--- src/rtl/vram_write_queue_if.sv ---
// Video store tap and framebuffer write port between the core, the write
// queue and the framebuffer.
// Handshake: the video side has no ready. A store is offered for exactly the
// cycle video_we is high and is never retried. On the framebuffer side,
// vram_we rises only when vram_grant is high and an entry is queued.
// Address and data are consumed on the rising edge that ends that cycle.
interface vram_write_queue_if #(
   parameter int VADDR_W = 14
);
   logic               video_we;
   logic [31:0]        video_addr;
   logic [31:0]        video_data;
   logic               vram_grant;
   logic               vram_we;
   logic [VADDR_W-1:0] vram_waddr;
   logic [31:0]        vram_wdata;

   // Core/scanner side: drives stores and grant, observes framebuffer writes.
   modport master (
      output video_we, video_addr, video_data, vram_grant,
      input  vram_we, vram_waddr, vram_wdata
   );

   // Queue side.
   modport slave (
      input  video_we, video_addr, video_data, vram_grant,
      output vram_we, vram_waddr, vram_wdata
   );
endinterface

--- src/rtl/vram_write_queue.sv ---
// In-order write buffer between the core's video store tap and the
// framebuffer write port. Every store is accepted without stalling the core.
// Stores outside the framebuffer or misaligned are dropped. Stores that
// arrive while the queue is full and not draining are dropped and flagged as
// overflow.
module vram_write_queue #(
   parameter int          DEPTH      = 8,
   parameter logic [31:0] VRAM_BASE  = 32'h0000_8000,
   parameter int          VRAM_WORDS = 16384,
   parameter int          VADDR_W    = 14
) (
   input  logic                     clk,
   input  logic                     rst,
   vram_write_queue_if.slave        bus,
   input  logic                     clear_status,
   output logic [$clog2(DEPTH):0]   fifo_count,
   output logic                     overflow,
   output logic [15:0]              drop_count,
   output logic                     idle
);
   localparam int PTR_W = $clog2(DEPTH);
   localparam int CNT_W = PTR_W + 1;
   localparam int EW    = VADDR_W + 32;
   localparam logic [CNT_W-1:0] FULL_CNT  = CNT_W'(DEPTH);
   localparam logic [31:0]      WORDS_32  = 32'(VRAM_WORDS);

   logic [EW-1:0]    mem [DEPTH];
   logic [PTR_W-1:0] rd_ptr, wr_ptr;
   logic [CNT_W-1:0] count;

   logic [31:0] addr_off;
   logic [31:0] word_off;
   logic        addr_ok;
   logic        full, empty;
   logic        push, pop;
   logic        drop_evt, ovf_evt;
   logic [15:0] drop_base, drop_next;
   logic        ovf_next;
   logic [EW-1:0] head;

   assign full  = (count == FULL_CNT);
   assign empty = (count == '0);

   // Acceptance filter and push/pop/drop decisions for this cycle.
   always_comb begin
      addr_off = bus.video_addr - VRAM_BASE;
      word_off = {2'b00, addr_off[31:2]};
      addr_ok  = (bus.video_addr >= VRAM_BASE) && (bus.video_addr[1:0] == 2'b00)
                 && (word_off < WORDS_32);
      pop      = !empty && bus.vram_grant;
      push     = bus.video_we && addr_ok && (!full || pop);
      ovf_evt  = bus.video_we && addr_ok && full && !pop;
      drop_evt = bus.video_we && (!addr_ok || (full && !pop));
   end

   // Status next state: clear applies first, then this cycle's event.
   always_comb begin
      drop_base = clear_status ? 16'h0000 : drop_count;
      drop_next = drop_base;
      if (drop_evt && (drop_base != 16'hFFFF)) begin
         drop_next = drop_base + 16'h0001;
      end
      ovf_next = (clear_status ? 1'b0 : overflow) | ovf_evt;
   end

   // Entry storage; deliberately not reset, only the pointers matter.
   always_ff @(posedge clk) begin
      if (push) begin
         mem[wr_ptr] <= {addr_off[VADDR_W+1:2], bus.video_data};
      end
   end

   // Pointers and occupancy; reset discards everything queued.
   always_ff @(posedge clk or posedge rst) begin
      if (rst) begin
         rd_ptr <= '0;
         wr_ptr <= '0;
         count  <= '0;
      end else begin
         if (push) wr_ptr <= wr_ptr + PTR_W'(1);
         if (pop)  rd_ptr <= rd_ptr + PTR_W'(1);
         case ({push, pop})
            2'b10:   count <= count + CNT_W'(1);
            2'b01:   count <= count - CNT_W'(1);
            default: count <= count;
         endcase
      end
   end

   // Sticky overflow flag and saturating drop counter.
   always_ff @(posedge clk or posedge rst) begin
      if (rst) begin
         overflow   <= 1'b0;
         drop_count <= 16'h0000;
      end else begin
         overflow   <= ovf_next;
         drop_count <= drop_next;
      end
   end

   // Head entry always visible; the strobe depends only on registered state and grant.
   assign head           = mem[rd_ptr];
   assign bus.vram_we    = pop;
   assign bus.vram_waddr = head[EW-1:32];
   assign bus.vram_wdata = head[31:0];
   assign fifo_count     = count;
   assign idle           = empty;
endmodule

--- src/flat_wrapper.sv ---
// flat-port wrapper written by rule: the top's interface ports become plain ports
module vram_write_queue_flat 
#(
   parameter int          DEPTH      = 8,
   parameter logic [31:0] VRAM_BASE  = 32'h0000_8000,
   parameter int          VRAM_WORDS = 16384,
   parameter int          VADDR_W    = 14
)
  (clk, rst, clear_status, fifo_count, overflow, drop_count, idle, bus_video_we, bus_video_addr, bus_video_data, bus_vram_grant, bus_vram_we, bus_vram_waddr, bus_vram_wdata);
  vram_write_queue_if #(.VADDR_W(VADDR_W)) bus_i ();
  input  logic clk;
  input  logic rst;
  input  logic clear_status;
  output logic [$clog2(DEPTH):0] fifo_count;
  output logic overflow;
  output logic [15:0] drop_count;
  output logic idle;
  input wire logic [$bits(bus_i.video_we)-1:0] bus_video_we;
  input wire logic [$bits(bus_i.video_addr)-1:0] bus_video_addr;
  input wire logic [$bits(bus_i.video_data)-1:0] bus_video_data;
  input wire logic [$bits(bus_i.vram_grant)-1:0] bus_vram_grant;
  output wire logic [$bits(bus_i.vram_we)-1:0] bus_vram_we;
  output wire logic [$bits(bus_i.vram_waddr)-1:0] bus_vram_waddr;
  output wire logic [$bits(bus_i.vram_wdata)-1:0] bus_vram_wdata;
  assign bus_i.video_we = bus_video_we;
  assign bus_i.video_addr = bus_video_addr;
  assign bus_i.video_data = bus_video_data;
  assign bus_i.vram_grant = bus_vram_grant;
  assign bus_vram_we = bus_i.vram_we;
  assign bus_vram_waddr = bus_i.vram_waddr;
  assign bus_vram_wdata = bus_i.vram_wdata;
  vram_write_queue #(.DEPTH(DEPTH), .VRAM_BASE(VRAM_BASE), .VRAM_WORDS(VRAM_WORDS), .VADDR_W(VADDR_W)) u_core (.clk(clk), .rst(rst), .bus(bus_i), .clear_status(clear_status), .fifo_count(fifo_count), .overflow(overflow), .drop_count(drop_count), .idle(idle));
endmodule
--- config.mk ---
export PLATFORM = sky130hd
export DESIGN_NAME = vram_write_queue_flat
export DESIGN_NICKNAME = d
export VERILOG_FILES = /design/src/rtl/vram_write_queue_if.sv /design/src/rtl/vram_write_queue.sv /design/src/flat_wrapper.sv
export SDC_FILE = /design/constraint.sdc
export NUM_CORES = 1
export LEC_CHECK = 0
export CELL_PAD_IN_SITES_DETAIL_PLACEMENT = 1
export CELL_PAD_IN_SITES_GLOBAL_PLACEMENT = 2
export CORE_MARGIN = 8
export CORE_UTILIZATION = 50
export CTS_BUF_LIST = sky130_fd_sc_hd__clkbuf_4
export DETAILED_ROUTE_END_ITERATION = 7
export GPL_TIMING_DRIVEN = 0
export PLACE_DENSITY = 0.84
export SYNTH_ARGS = -nofsm -noshare
export SYNTH_HDL_FRONTEND = slang
export SYNTH_SLANG_ARGS = --single-unit
--- constraint.sdc ---
create_clock -name clk -period 14.3 [get_ports clk]
set_input_delay 2.86 -clock clk [delete_from_list [all_inputs] [get_ports clk]]
set_output_delay 2.86 -clock clk [all_outputs]
set_load 0.03 [all_outputs]
* Word-level counts from Yosys, hierarchy flattened
Memory sizes are Yosys's and may differ from the RTL's.
Index checks and enable logic that the tools add are counted.
** Word-level totals
- Register bits after elaboration :: 27
- Bits in writable memories :: 368
- Input bits :: 69
- Output and inout bits :: 69
- Word-level logic and storage cells :: 44
- Memories :: 1
** Operators by class
- $add $sub $neg :: 6
- Magnitude comparators :: 2
- Equal/unequal tests :: 4
- Multiplexer cells :: 6
- Bitwise gates (word level) :: 1
- Reductions and logical operators :: 19
** Memories
- u_core.mem :: words 8, width 46, rd ports 1, clocked after memory_dff 0, wr ports 1, line vram_write_queue.sv:27 : logic [EW-1:0] mem [DEPTH];
** Operators by type and width (number)
- greater-or-equal comparator 32 x 16 -> 1 bit, second input constant :: 1
- 2-to-1 mux 16 bit :: 2
- subtractor 32 x 16 -> 32 bit, second input constant :: 1
- less-than comparator 30 x 15 -> 1 bit, second input constant :: 1
- adder 16 x 1 -> 16 bit, second input constant :: 1
- != test 16 bit, second input constant :: 1
- logical AND 1 bit :: 10
- case mux 4 bit (2 select lines) :: 1
- adder 3 x 1 -> 3 bit, second input constant :: 2
- adder 4 x 1 -> 4 bit, second input constant :: 1
- == test 4 bit, second input constant :: 1
- logical NOT 1 bit :: 4
- logical NOT 4 bit :: 1
- subtractor 4 x 1 -> 4 bit, second input constant :: 1
- 2-to-1 mux 1 bit :: 3
- == test 2 x 1 -> 1 bit, second input constant :: 1
- == test 2 bit, second input constant :: 1
- logical NOT 2 bit :: 1
- logical OR 1 bit :: 2
- nonzero test 2 bit :: 1
- bitwise OR 1 bit :: 1

* Depth between registers and ports, before layout
Gate-level depths: netlist of run 1.
- Depth after elaboration :: 9
- Depth in mapped cells :: 14
- Gate-level depth less buffers :: 14

* Worst setup path after synthesis of run 1
OpenSTA, ideal clock, no wires.
- Kind :: input port to flip-flop
- From :: input port bus_video_addr[15]
- To :: memory u_core.mem[0][0] (netlist bit) (enable)
- Library setup time :: 0.506 ns
- Arrival time :: 7.482 ns
- Required time :: 13.794 ns
- Slack :: 6.312 ns
- Cell stages on the path :: 8
- Buffers on the path :: 0
- Path through :: inv_1 -> ha_1 -> nor3b_1 -> nand4_2 -> mux2i_1 -> nor3_1 -> nand3_1 -> nor3_1
** On the way
- Cells in the longest elaborated chain, start to end :: 7
- Elaborated cells between the ends (all ways) :: 9
- Those cells by class :: 1 x add/sub; 2 x order compare; 2 x mux; 4 x reduce/logical
** RTL lines
- start: declaration :: line flat_wrapper.sv:19 : input wire logic [$bits(bus_i.video_addr)-1:0] bus_video_addr;
- subtractor 32 x 16 -> 32 bit / greater-or-equal comparator 32 x 16 -> 1 bit (equally long branches) :: line vram_write_queue.sv:46, vram_write_queue.sv:48
- less-than comparator 30 x 15 -> 1 bit / logical AND 1 bit (equally long branches) :: line vram_write_queue.sv:49, vram_write_queue.sv:48
- logical AND 1 bit * :: line vram_write_queue.sv:49 : && (word_off < WORDS_32);
- logical AND 1 bit * (2 in a row) :: line vram_write_queue.sv:51 : push = bus.video_we && addr_ok && (!full || pop);
- 2-to-1 mux 1 bit * :: line vram_write_queue.sv:68 : if (push) begin
- 2-to-1 mux 1 bit (implied by the code) * :: line vram_write_queue.sv:69 : mem[wr_ptr] <= {addr_off[VADDR_W+1:2], bus.video_data};
- end: declaration :: line vram_write_queue.sv:27
Mark *: on every way between the ends. The rest lies on a longest branch, timed or not.

* Worst setup path in the final report of run 1
- From :: input port bus_vram_grant
- To :: output port bus_vram_we
** On the way
- Cells in the longest elaborated chain, start to end :: 1
** RTL lines
- start: declaration :: line flat_wrapper.sv:21 : input wire logic [$bits(bus_i.vram_grant)-1:0] bus_vram_grant;
- logical AND 1 bit :: line vram_write_queue.sv:50 : pop = !empty && bus.vram_grant;
- end: declaration :: line flat_wrapper.sv:22 : output wire logic [$bits(bus_i.vram_we)-1:0] bus_vram_we;
No other way between the ends.

==> results of run 1 <==
==> per-stage QoR <==
stage	total power (uW)	utilization [%]
floorplan	2070	-
global placement	2450	56.9
detailed placement	2480	58.3
CTS	3430	62.5
global route	3540	62.5
finish	3380	62.5
==> power breakdown <==
part	switching (uW)	leakage (uW)	internal [uW]
Clock	444	0.000759	501
Sequential	14.5	0.00366	1270
Combinational	606	0.00192	543
Total	1060	0.00634	2320
==> registers in the layout, summed over array words and instances, names as in the netlist <==
register / count
u_core.fifo_count: 4
u_core.mem: 368
u_core.rd_ptr: 3
u_core.drop_count: 16
u_core.wr_ptr: 3
u_core.overflow: 1
==> cells in the mapped netlist (2+ instances only) <==
master                     count  area, um2
sky130_fd_sc_hd__nor4_1        4       25.0
sky130_fd_sc_hd__or4_4         2       22.5
sky130_fd_sc_hd__edfxtp_1    368      11100
sky130_fd_sc_hd__nand3_1       8       40.0
sky130_fd_sc_hd__a211oi_1      3       22.5
sky130_fd_sc_hd__a21oi_1       7       35.0
sky130_fd_sc_hd__xnor2_1      15        131
sky130_fd_sc_hd__o21ai_0       5       25.0
sky130_fd_sc_hd__mux2i_1       3       30.0
sky130_fd_sc_hd__a21o_1        2       15.0
sky130_fd_sc_hd__mux4_2       92       2070
sky130_fd_sc_hd__nor2b_1       8       50.1
sky130_fd_sc_hd__clkbuf_1     14       52.6
sky130_fd_sc_hd__and3_1        5       31.3
sky130_fd_sc_hd__nand2_1      18       67.6
sky130_fd_sc_hd__buf_1        12       45.0
sky130_fd_sc_hd__ha_1          6       75.1
sky130_fd_sc_hd__nand2b_1      4       25.0
sky130_fd_sc_hd__xor2_1        3       26.3
sky130_fd_sc_hd__nor2_1       12       45.0
sky130_fd_sc_hd__dfrtp_1      27        676
sky130_fd_sc_hd__nor4b_2       2       30.0
sky130_fd_sc_hd__mux2_2       47        529
sky130_fd_sc_hd__or3_1         5       31.3
sky130_fd_sc_hd__inv_1        10       37.5
sky130_fd_sc_hd__nor3_1        7       35.0
sky130_fd_sc_hd__mux2_1        2       22.5
==> logic make-up after synthesis <==
group                      Yosys count
buffers and inverters               38
DFF                                395
AOI/OAI and AO/OA                   28
muxes                              145
xor gates and xnor gates            18
adders and majority gates            7
and+or+nand+nor                     90
==> worst reg2reg max path, cell delays in order, from the launching register on <==
cell and delay [ns]:
sky130_fd_sc_hd__dfrtp_1 0.44, sky130_fd_sc_hd__nor3_1 0.08, sky130_fd_sc_hd__nand3b_1 0.15, sky130_fd_sc_hd__and2b_2 0.19
sky130_fd_sc_hd__buf_2 0.22, sky130_fd_sc_hd__nand3_1 0.33, sky130_fd_sc_hd__nor3_2 0.61, sky130_fd_sc_hd__buf_6 0.25
sky130_fd_sc_hd__buf_6 0.16, sky130_fd_sc_hd__buf_6 0.18
==> worst max path at each step <==
stage / start / depth (start not counted) / end / slack [ns]
after CTS: bus_vram_grant / 4 / bus_vram_we / 7.07
after floorplan: bus_video_addr[15] / 8 / u_core.mem[0][0] / 6.31
after global placement: bus_video_addr[15] / 9 / u_core.mem[0][18] / 2.09
final: bus_vram_grant / 4 / bus_vram_we / 7.09
after global routing: bus_vram_grant / 4 / bus_vram_we / 7.03
after detailed placement: bus_vram_grant / 4 / bus_vram_we / 7.09
==> layout make-up <==
type,instances,area [um2]
Clock inverter,26,149
Antenna cell,1,2.50
Tap cell,396,495
Multi-Input combinational cell,288,3710
Fill cell,2663,11500
Buffer,28,114
Sequential cell,395,11700
Clock buffer,151,1130
Timing Repair Buffer,161,1770
Inverter,10,37.5
==> layer usage <==
layer  share of wire [%]  GRT usage [%]  vias to the layer above  wire [um]
li1                    -              -                     3577          -
met1                  41           24.6                     4250      14600
met2                  51           34.1                      275      18300
met3                 6.9           5.77                       52       2470
met4                 1.8           5.85                        2        639
met5               0.036              0                        -         13
==> cell usage in the layout (no fill, tap or decap), types with 14 or more instances in the layout <==
master,instances
sky130_fd_sc_hd__dfrtp_1,27
sky130_fd_sc_hd__clkinv_1,18
sky130_fd_sc_hd__edfxtp_1,368
sky130_fd_sc_hd__mux2_2,47
sky130_fd_sc_hd__nand2_1,18
sky130_fd_sc_hd__clkbuf_4,151
sky130_fd_sc_hd__xnor2_1,15
sky130_fd_sc_hd__clkbuf_1,14
sky130_fd_sc_hd__clkdlybuf4s50_1,137
sky130_fd_sc_hd__mux4_2,92
==> run summary, run 1 <==
The run finished with clean final reports. The number of failing hold endpoints at the final stage is 0. The dominant combinational cell family by area after synthesis was multiplexers. The run gives 75.5% as the sequential element share of the synthesized area. 138 I/O pins were placed. The logs give 4.35 ns for the critical path data arrival time and 1,058 for the final-stage net count.

In this run the tool buffered the top-level ports with 137 buffer cells. The run gives 11.39 ns as the slack of the worst reg-to-reg path. The worst voltage drop across the vdd grid came out at 0.116 mV.

The core region is 30,600 um2. The global placement routability congestion came out at 0.822. The critical path endpoint category was an output pin.

The final critical-path share of the clock period is 50.4%. In the synthesized netlist, the number of instances is 721. After clock tree synthesis, the repair step resized 0 gates. The mux share of post-synthesis cell area works out to 17.2%.

For the count of final max-slew check failures, the log shows 0. No sink is reached through more buffers than the 3 on the longest clock path. The master cell of the clock root buffer is sky130_fd_sc_hd__clkbuf_4.

The total number of clock tree sinks is 395. Counting flops with an async set or reset pin after synthesis yields a share of 6.84%. After layout, the minimum clock period comes to 7.21 ns. Together, buffers and inverters on the worst path number 3. In the routed design, unresolved DRC markers number 0.

The mapped netlist covers 15,500 um2. Across the routed clock network, the largest skew measured is 0.0632 ns. Hold is met by 0.527 ns. Fmax: 0.139 GHz. After Yosys synthesis, XOR and XNOR cells account for 1.02% of the synthesized area. The clock reaches the later pin of the worst-skew pair after 0.74 ns. Setup repair after global routing left no endpoint under its margin.

The count of nets left with antenna violations once routing finished came out at 0. Counting flops with a built-in enable in the synthesized netlist gives 368. The peak fanout along the critical path came out at 8. Adder-cell share of the synthesized area: 0.612%. Synthesized-area fraction occupied by and/or/nand/nor cells: 3.47%.

After detailed routing, the number of vias per cell comes to 5.60. Dividing the synthesized area by the synthesized cell count gives 21.5 um2. The detailed router placed 8,156 vias in this run. Cell with the biggest individual delay on the critical path: sky130_fd_sc_hd__clkdlybuf4s50_1. The number of nets in the synthesized netlist is 797, and the cell depth of the worst min-delay path is 1. Counting tap cells, the placed design contains a total of 1,278 instances. The number of cells on the worst reg-to-reg path is 9. After routing the design area is 19,100 um2. The tools report the first-pass GRT wire length as 55,200 um.

The residual overflow from global routing was 0; the die height was 192 um. Beginning of the worst register-to-register path: u_core.fifo_count[1]. For this design, the CTS-stage hold fixing added 0 buffers. The slew at the pin closest to its max-slew limit is 1.16 ns, and the total CTS buffers is 98. After the first detailed-routing iteration, the DRC count stood at 467. The pin count of the biggest net entering global routing is 28. The worst setup path is launched from an input port. The growth of design area from synthesis to finish came out at 23.2%. Headroom to the max-slew limit came out at 22.9%.

Prior to clock tree synthesis, the placed netlist has a worst setup slack of 7.09 ns. Grouping stages by cell kind, the critical path spends the most delay in buffers and inverters. The total placed instance area was 17,800 um2. For the number of distinct library cells after synthesis, the log shows 57.

Most frequent cell on the critical path: sky130_fd_sc_hd__clkdlybuf4s50_1. For hold timing, the worst endpoint is u_core.fifo_count[3]. STA puts the critical path data required time at 11.44 ns.

For this configuration, the core starts out at a cell density of 50.8%. Setup slack closes at 7.09 ns. Power spread over the standard cell area amounts to 177 nW/um2. The complex-gate fraction of the synthesized area works out to 1.24%.

The number of setup buffers added after CTS is 0. In the synthesized netlist the dominant register cell turns out to be sky130_fd_sc_hd__edfxtp_1. Clock-pin slew was measured on the worst setup and hold paths at 0.07 ns.

The flop and latch count out of synthesis is 395, and the worst stage delay on the critical path is 0.69 ns. The total global-route track usage was 20.0%. Adding up every negative setup slack in the final design gives 0 ns. Dividing the detail-routed wire length by the instance count gives 24.8 um. The endpoint identified for the worst register-to-register timing path is u_core.mem[1][14]. The worst hold path begins at u_core.fifo_count[3]. Row generation in the floorplan step produced 64 rows. The Yosys step of the flow raised 0 warnings.

The die is 192 um wide. TritonCTS built the clock tree. The number of global-route vias before repair is 9,462. In the final layout, the share of cells above drive strength 1 is 32.7%. The tightest min-delay check is of the register to register type. Across the run, the number of max-cap violations was 0. Once detailed placement completed, the half-perimeter wirelength came to 23,700 um.

The die covers 37,000 um2. For this design the static power due to leakage is 0.00634 uW. Number of setup violations in the final report: 0. Traced cell by cell, the critical path runs through clkdlybuf4s50_1 > nor2b_1 > buf_6 > clkdlybuf4s50_1.

After detailed routing, the total wire length is 36,100 um. Once layout is complete, the cells apart from fillers number 1,456. The initial antenna violation count is 2, and the number of levels in the clock H-tree is 3.

The number of search-and-repair iterations in the first detailed-routing pass is 5. The critical path class was input port to output pin.
(Power assumes the default switching activity.)
==> inputs of run 2 (changes only) <==
--- a/config.mk
+++ b/config.mk
@@ -8,11 +8,11 @@
 export CELL_PAD_IN_SITES_DETAIL_PLACEMENT = 1
 export CELL_PAD_IN_SITES_GLOBAL_PLACEMENT = 2
 export CORE_MARGIN = 8
-export CORE_UTILIZATION = 50
+export CORE_UTILIZATION = 42
 export CTS_BUF_LIST = sky130_fd_sc_hd__clkbuf_4
 export DETAILED_ROUTE_END_ITERATION = 7
 export GPL_TIMING_DRIVEN = 0
-export PLACE_DENSITY = 0.84
+export PLACE_DENSITY = 0.75
 export SYNTH_ARGS = -nofsm -noshare
 export SYNTH_HDL_FRONTEND = slang
 export SYNTH_SLANG_ARGS = --single-unit
==> constraint.sdc (replaced) <==
create_clock -name clk -period 6.1 [get_ports clk]
set_input_delay 1.22 -clock clk [delete_from_list [all_inputs] [get_ports clk]]
set_output_delay 1.22 -clock clk [all_outputs]
set_load 0.03 [all_outputs]
==> run 2 against run 1 <==
Power increased by 130%. Worst hold slack improved by 0.0061 ns. Flip-flop and latch count unchanged. First-iteration DRC count shrank 14%. Worst setup slack worse by 6.3 ns. Sequential power up 130%. Critical path depth up 1. Global-route usage fell by 3.7 points. Clock-buffer cell count grew 11. Sequential share of layout area decreased by 0.59 points. Combinational power increased by 130%. Register-to-register slack lost 8.4 ns.
==> run summary, run 2 (same netlist as run 1, synthesis figures left out) <==
The average wire length per cell after detail routing is 22.7 um (-8.2%), and the maximum clock insertion buffer count is 3 (unchanged). The area of the core is 36,500 um2 (+19%), and the final cell count without fillers is 1,533 (+5.3%). For the post-CTS repair timing setup buffer count, the log shows 0 (unchanged).

The run gives 28 (unchanged) as the pin count of the biggest net entering global routing. The count of final max-slew check failures is 0 (unchanged), and the switching power is 2470 uW (+130%). For the number of max-capacitance violations reported, the log shows 0 (unchanged). The tools report the number of search-and-repair iterations in the first detailed-routing pass as 4 (-1). The register with the most flip-flops is u_core.mem. Number of cells on the critical path: 5 (+1). STA classifies the critical path startpoint as a register. The area used by sequential logic in the layout is 11,700 um2 (unchanged).

After layout, the worst path uses 86.6% of the clock period. The flip-flop count of the largest register, all copies and words added is 368 (unchanged). The number of fill cells in the layout was 3,304 (+24%).

For the data required time of the worst path, the log shows 4.88 ns (-6.56 ns). By startpoint and endpoint, the worst setup path is classified as register to output pin. The first-pass GRT wire length was 53,800 um (-2.6%). Combinational share of power: 33.8% (-0.2 points). The run finished with clean final reports. The worst stage delay on the critical path works out to 0.84 ns (+0.15 ns). The cell area power density is 411 nW/um2 (+130%), and the residual overflow from global routing is 0 (unchanged).

Number of vias after detailed routing: 8,027 (-1.6%). The HPWL reported at the end of detailed placement was 22,800 um (-4.1%); the headroom to the max-slew limit was 22.1% (-0.76 points). The critical path endpoint category was an output pin.

Switching portion of total power: 31.2% (-0.30 points). In this run the worst setup path begins at u_core.rd_ptr[0]. The post-detailed-route via-to-cell ratio was 5.24 (-6.5%); the final critical-path setup slack was 0.819 ns (-6.27 ns). The remaining routing DRC violations is 0 (unchanged).

The top-level port count was 138 (unchanged). The count of routing violations after the opening detailed-route iteration came out at 400 (-14%). Class of the tightest hold or removal check: register to register. The peak fanout along the critical path came out at 10 (+2). The tools report the leakage dissipation as 0.00638 uW (+0.57%). TritonCTS built the clock tree.

Among cell families on the critical path, the largest total delay comes from buffers and inverters. The clock-pin slew of the registers on the worst-case setup and hold paths is 0.07 ns (about the same), and the die height is 208 um (+8.4%). The slew at the pin closest to its max-slew limit was 1.17 ns (+0.0114 ns); the worst clock skew was 0.0409 ns (-0.0223 ns). In this run the worst setup path terminates at bus_vram_wdata[13]. The die area is 43,400 um2 (+17%), and the share of power burned in the clock network is 28.1% (+0.2 points). The logic depth of the worst register-to-register path works out to 8 (-1). The instance count after placement with tap cells included was 1,345 (+5.2%). The number of instances resized during post-cts repair came out at 0 (unchanged). The final-stage net count came out at 1,056 (-0.19%).

The number of hold buffers added after cts was 0 (unchanged). The routed wire length is 34,900 um (-3.4%). For the number of setup violations in the final report, the log shows 0 (unchanged).

The logs give 0.73 ns (about the same) for the worst-skew pair later-pin latency and 9,104 (-3.8%) for the number of global-route vias before repair. The count of buffer and inverter cells on the critical path is 3 (unchanged). The post-route standard cell area excluding fillers was 19,300 um2 (+0.97%).

The logs give 0 (unchanged) for the number of nets still failing antenna checks after routing and 70 (+9.4%) for the number of standard-cell rows in the floorplan. For the total placed instance area, the log shows 18,000 um2 (+0.83%). For this run, the top clock speed supported by timing is 0.189 GHz. For the total CTS buffers, the log shows 101 (+3.1%).

The library cell used most frequently in the layout, excluding fill and tap cells, is sky130_fd_sc_hd__edfxtp_1. The total number of clock tree sinks is 395 (unchanged). Number of failing hold endpoints at the final stage: 0 (unchanged). The internal cell power was 5460 uW (+140%).

The slack of the worst reg-to-reg path is 3.02 ns (-8.37 ns). The final core utilization came out at 52.9% (-9.7 points). Number of levels in the clock H-tree: 3 (unchanged). Cell with the biggest individual delay on the critical path: sky130_fd_sc_hd__buf_1.

The x dimension of the die was 208 um (+8.4%). Walking the worst path, the cells encountered are clkbuf_1 > buf_1 > mux4_2 > mux2_2 > clkdlybuf4s50_1. The total global-route track usage was 16.3% (-3.7 points). In this run the critical register-to-register path is captured at u_core.mem[0][21].

The multi-input logic area was 3720 um2 (+0.34%); the proportion of power drawn by flip-flops and latches was 38.1% (about the same). The global placement routability congestion is 0.745 (-9.3%), and the worst setup slack before clock tree synthesis is 0.696 ns (-6.39 ns). In the layout the commonest cells are sky130_fd_sc_hd__edfxtp_1 (368), sky130_fd_sc_hd__clkbuf_4 (162), sky130_fd_sc_hd__clkdlybuf4s50_1 (137). The final critical-path required period works out to 5.28 ns. The number of buffers inserted by port buffering came out at 137 (unchanged). The beginning of the worst register-to-register path was u_core.fifo_count[1]. The initial antenna violation count came out at 3 (+1). The root buffer cell chosen for the clock tree is sky130_fd_sc_hd__clkbuf_4. The fraction of layout instances using a drive strength above 1 came out at 33.2% (+0.54 points).

Setup repair after global routing left no endpoint under its margin. The growth of design area from synthesis to finish is 24.4%, and the starting density of the core is 42.5% (-8.2 points). The critical path data arrival time was 4.06 ns (-0.29 ns). For the worst voltage drop across the vdd grid, the log shows 0.212 mV (+84%).
run 2: cell types whose count changed in the layout (fill, tap and decap cells not counted), moves of 2 or more:
cell / previous run / this run
sky130_fd_sc_hd__buf_12: 10 / 6
sky130_fd_sc_hd__buf_8: 1 / 3
sky130_fd_sc_hd__inv_2: 0 / 2
sky130_fd_sc_hd__clkbuf_4: 151 / 162
sky130_fd_sc_hd__buf_6: 12 / 1
sky130_fd_sc_hd__clkinv_2: 2 / 6
sky130_fd_sc_hd__buf_16: 2 / 10
sky130_fd_sc_hd__inv_6: 3 / 0
sky130_fd_sc_hd__nor3_2: 2 / 0
sky130_fd_sc_hd__nor3_4: 0 / 2
sky130_fd_sc_hd__clkinv_1: 18 / 15
run 2: worst register-to-register path: stages (launching register included):
cell and delay (ns):
sky130_fd_sc_hd__dfrtp_1 0.45, sky130_fd_sc_hd__nor3_1 0.09, sky130_fd_sc_hd__nand3b_1 0.16, sky130_fd_sc_hd__and2b_2 0.18
sky130_fd_sc_hd__buf_2 0.22, sky130_fd_sc_hd__nand3_1 0.38, sky130_fd_sc_hd__nor3_4 0.84, sky130_fd_sc_hd__buf_8 0.26
sky130_fd_sc_hd__buf_16 0.17
run 2: layout make-up:
type	instances	share of cell area [%]
antenna	2	0.0259
buffer	28	0.589
clock buffer	162	6.30
clock inverter	24	0.525
inverter	10	0.194
multi-input combinational	288	19.3
sequential	395	60.7
tap	468	3.03
timing repair buffer	156	9.38
run 2: worst min-delay path by stage:
stage / from / endpoint / cells past startpoint
after floorplan: u_core.wr_ptr[0] / u_core.wr_ptr[0] / 2
after global placement: u_core.wr_ptr[0] / u_core.wr_ptr[0] / 2
after detailed placement: u_core.fifo_count[3] / u_core.fifo_count[3] / 1
after CTS: u_core.fifo_count[3] / u_core.fifo_count[3] / 1
after global routing: u_core.fifo_count[3] / u_core.fifo_count[3] / 1
final: u_core.fifo_count[3] / u_core.fifo_count[3] / 1
run 2: through the flow:
step / hold WS [ns] / TNS, ns / total power [uW]
after floorplan: 0.492 / 0 / 4850
after global placement: 0.524 / -705.82 / 5800
after detailed placement: 0.529 / 0 / 5820
after CTS: 0.543 / 0 / 8080
after global routing: 0.558 / 0 / 8320
final: 0.533 / 0 / 7930
run 2: routing by layer:
| layer | part of all wire [%] | global-route usage [%] | vias to the layer above |
|---|---|---|---|
| met5 | 0.069 | 0 | - |
| met4 | 1.9 | 5.53 | 4 |
| met3 | 6.1 | 4.81 | 65 |
| met2 | 49 | 26.8 | 236 |
| met1 | 43 | 20.4 | 4141 |
| li1 | - | - | 3581 |
run 2: power by group through the flow:
stage / Combinational [uW] / Sequential, uW / Clock, uW
2_1_floorplan: 1750 / 3100 / 0
3_3_place_gp: 2730 / 3080 / 0
3_5_place_dp: 2740 / 3080 / 0
4_1_cts: 2750 / 3020 / 2310
5_1_grt: 2860 / 3020 / 2440
6_report: 2680 / 3020 / 2230
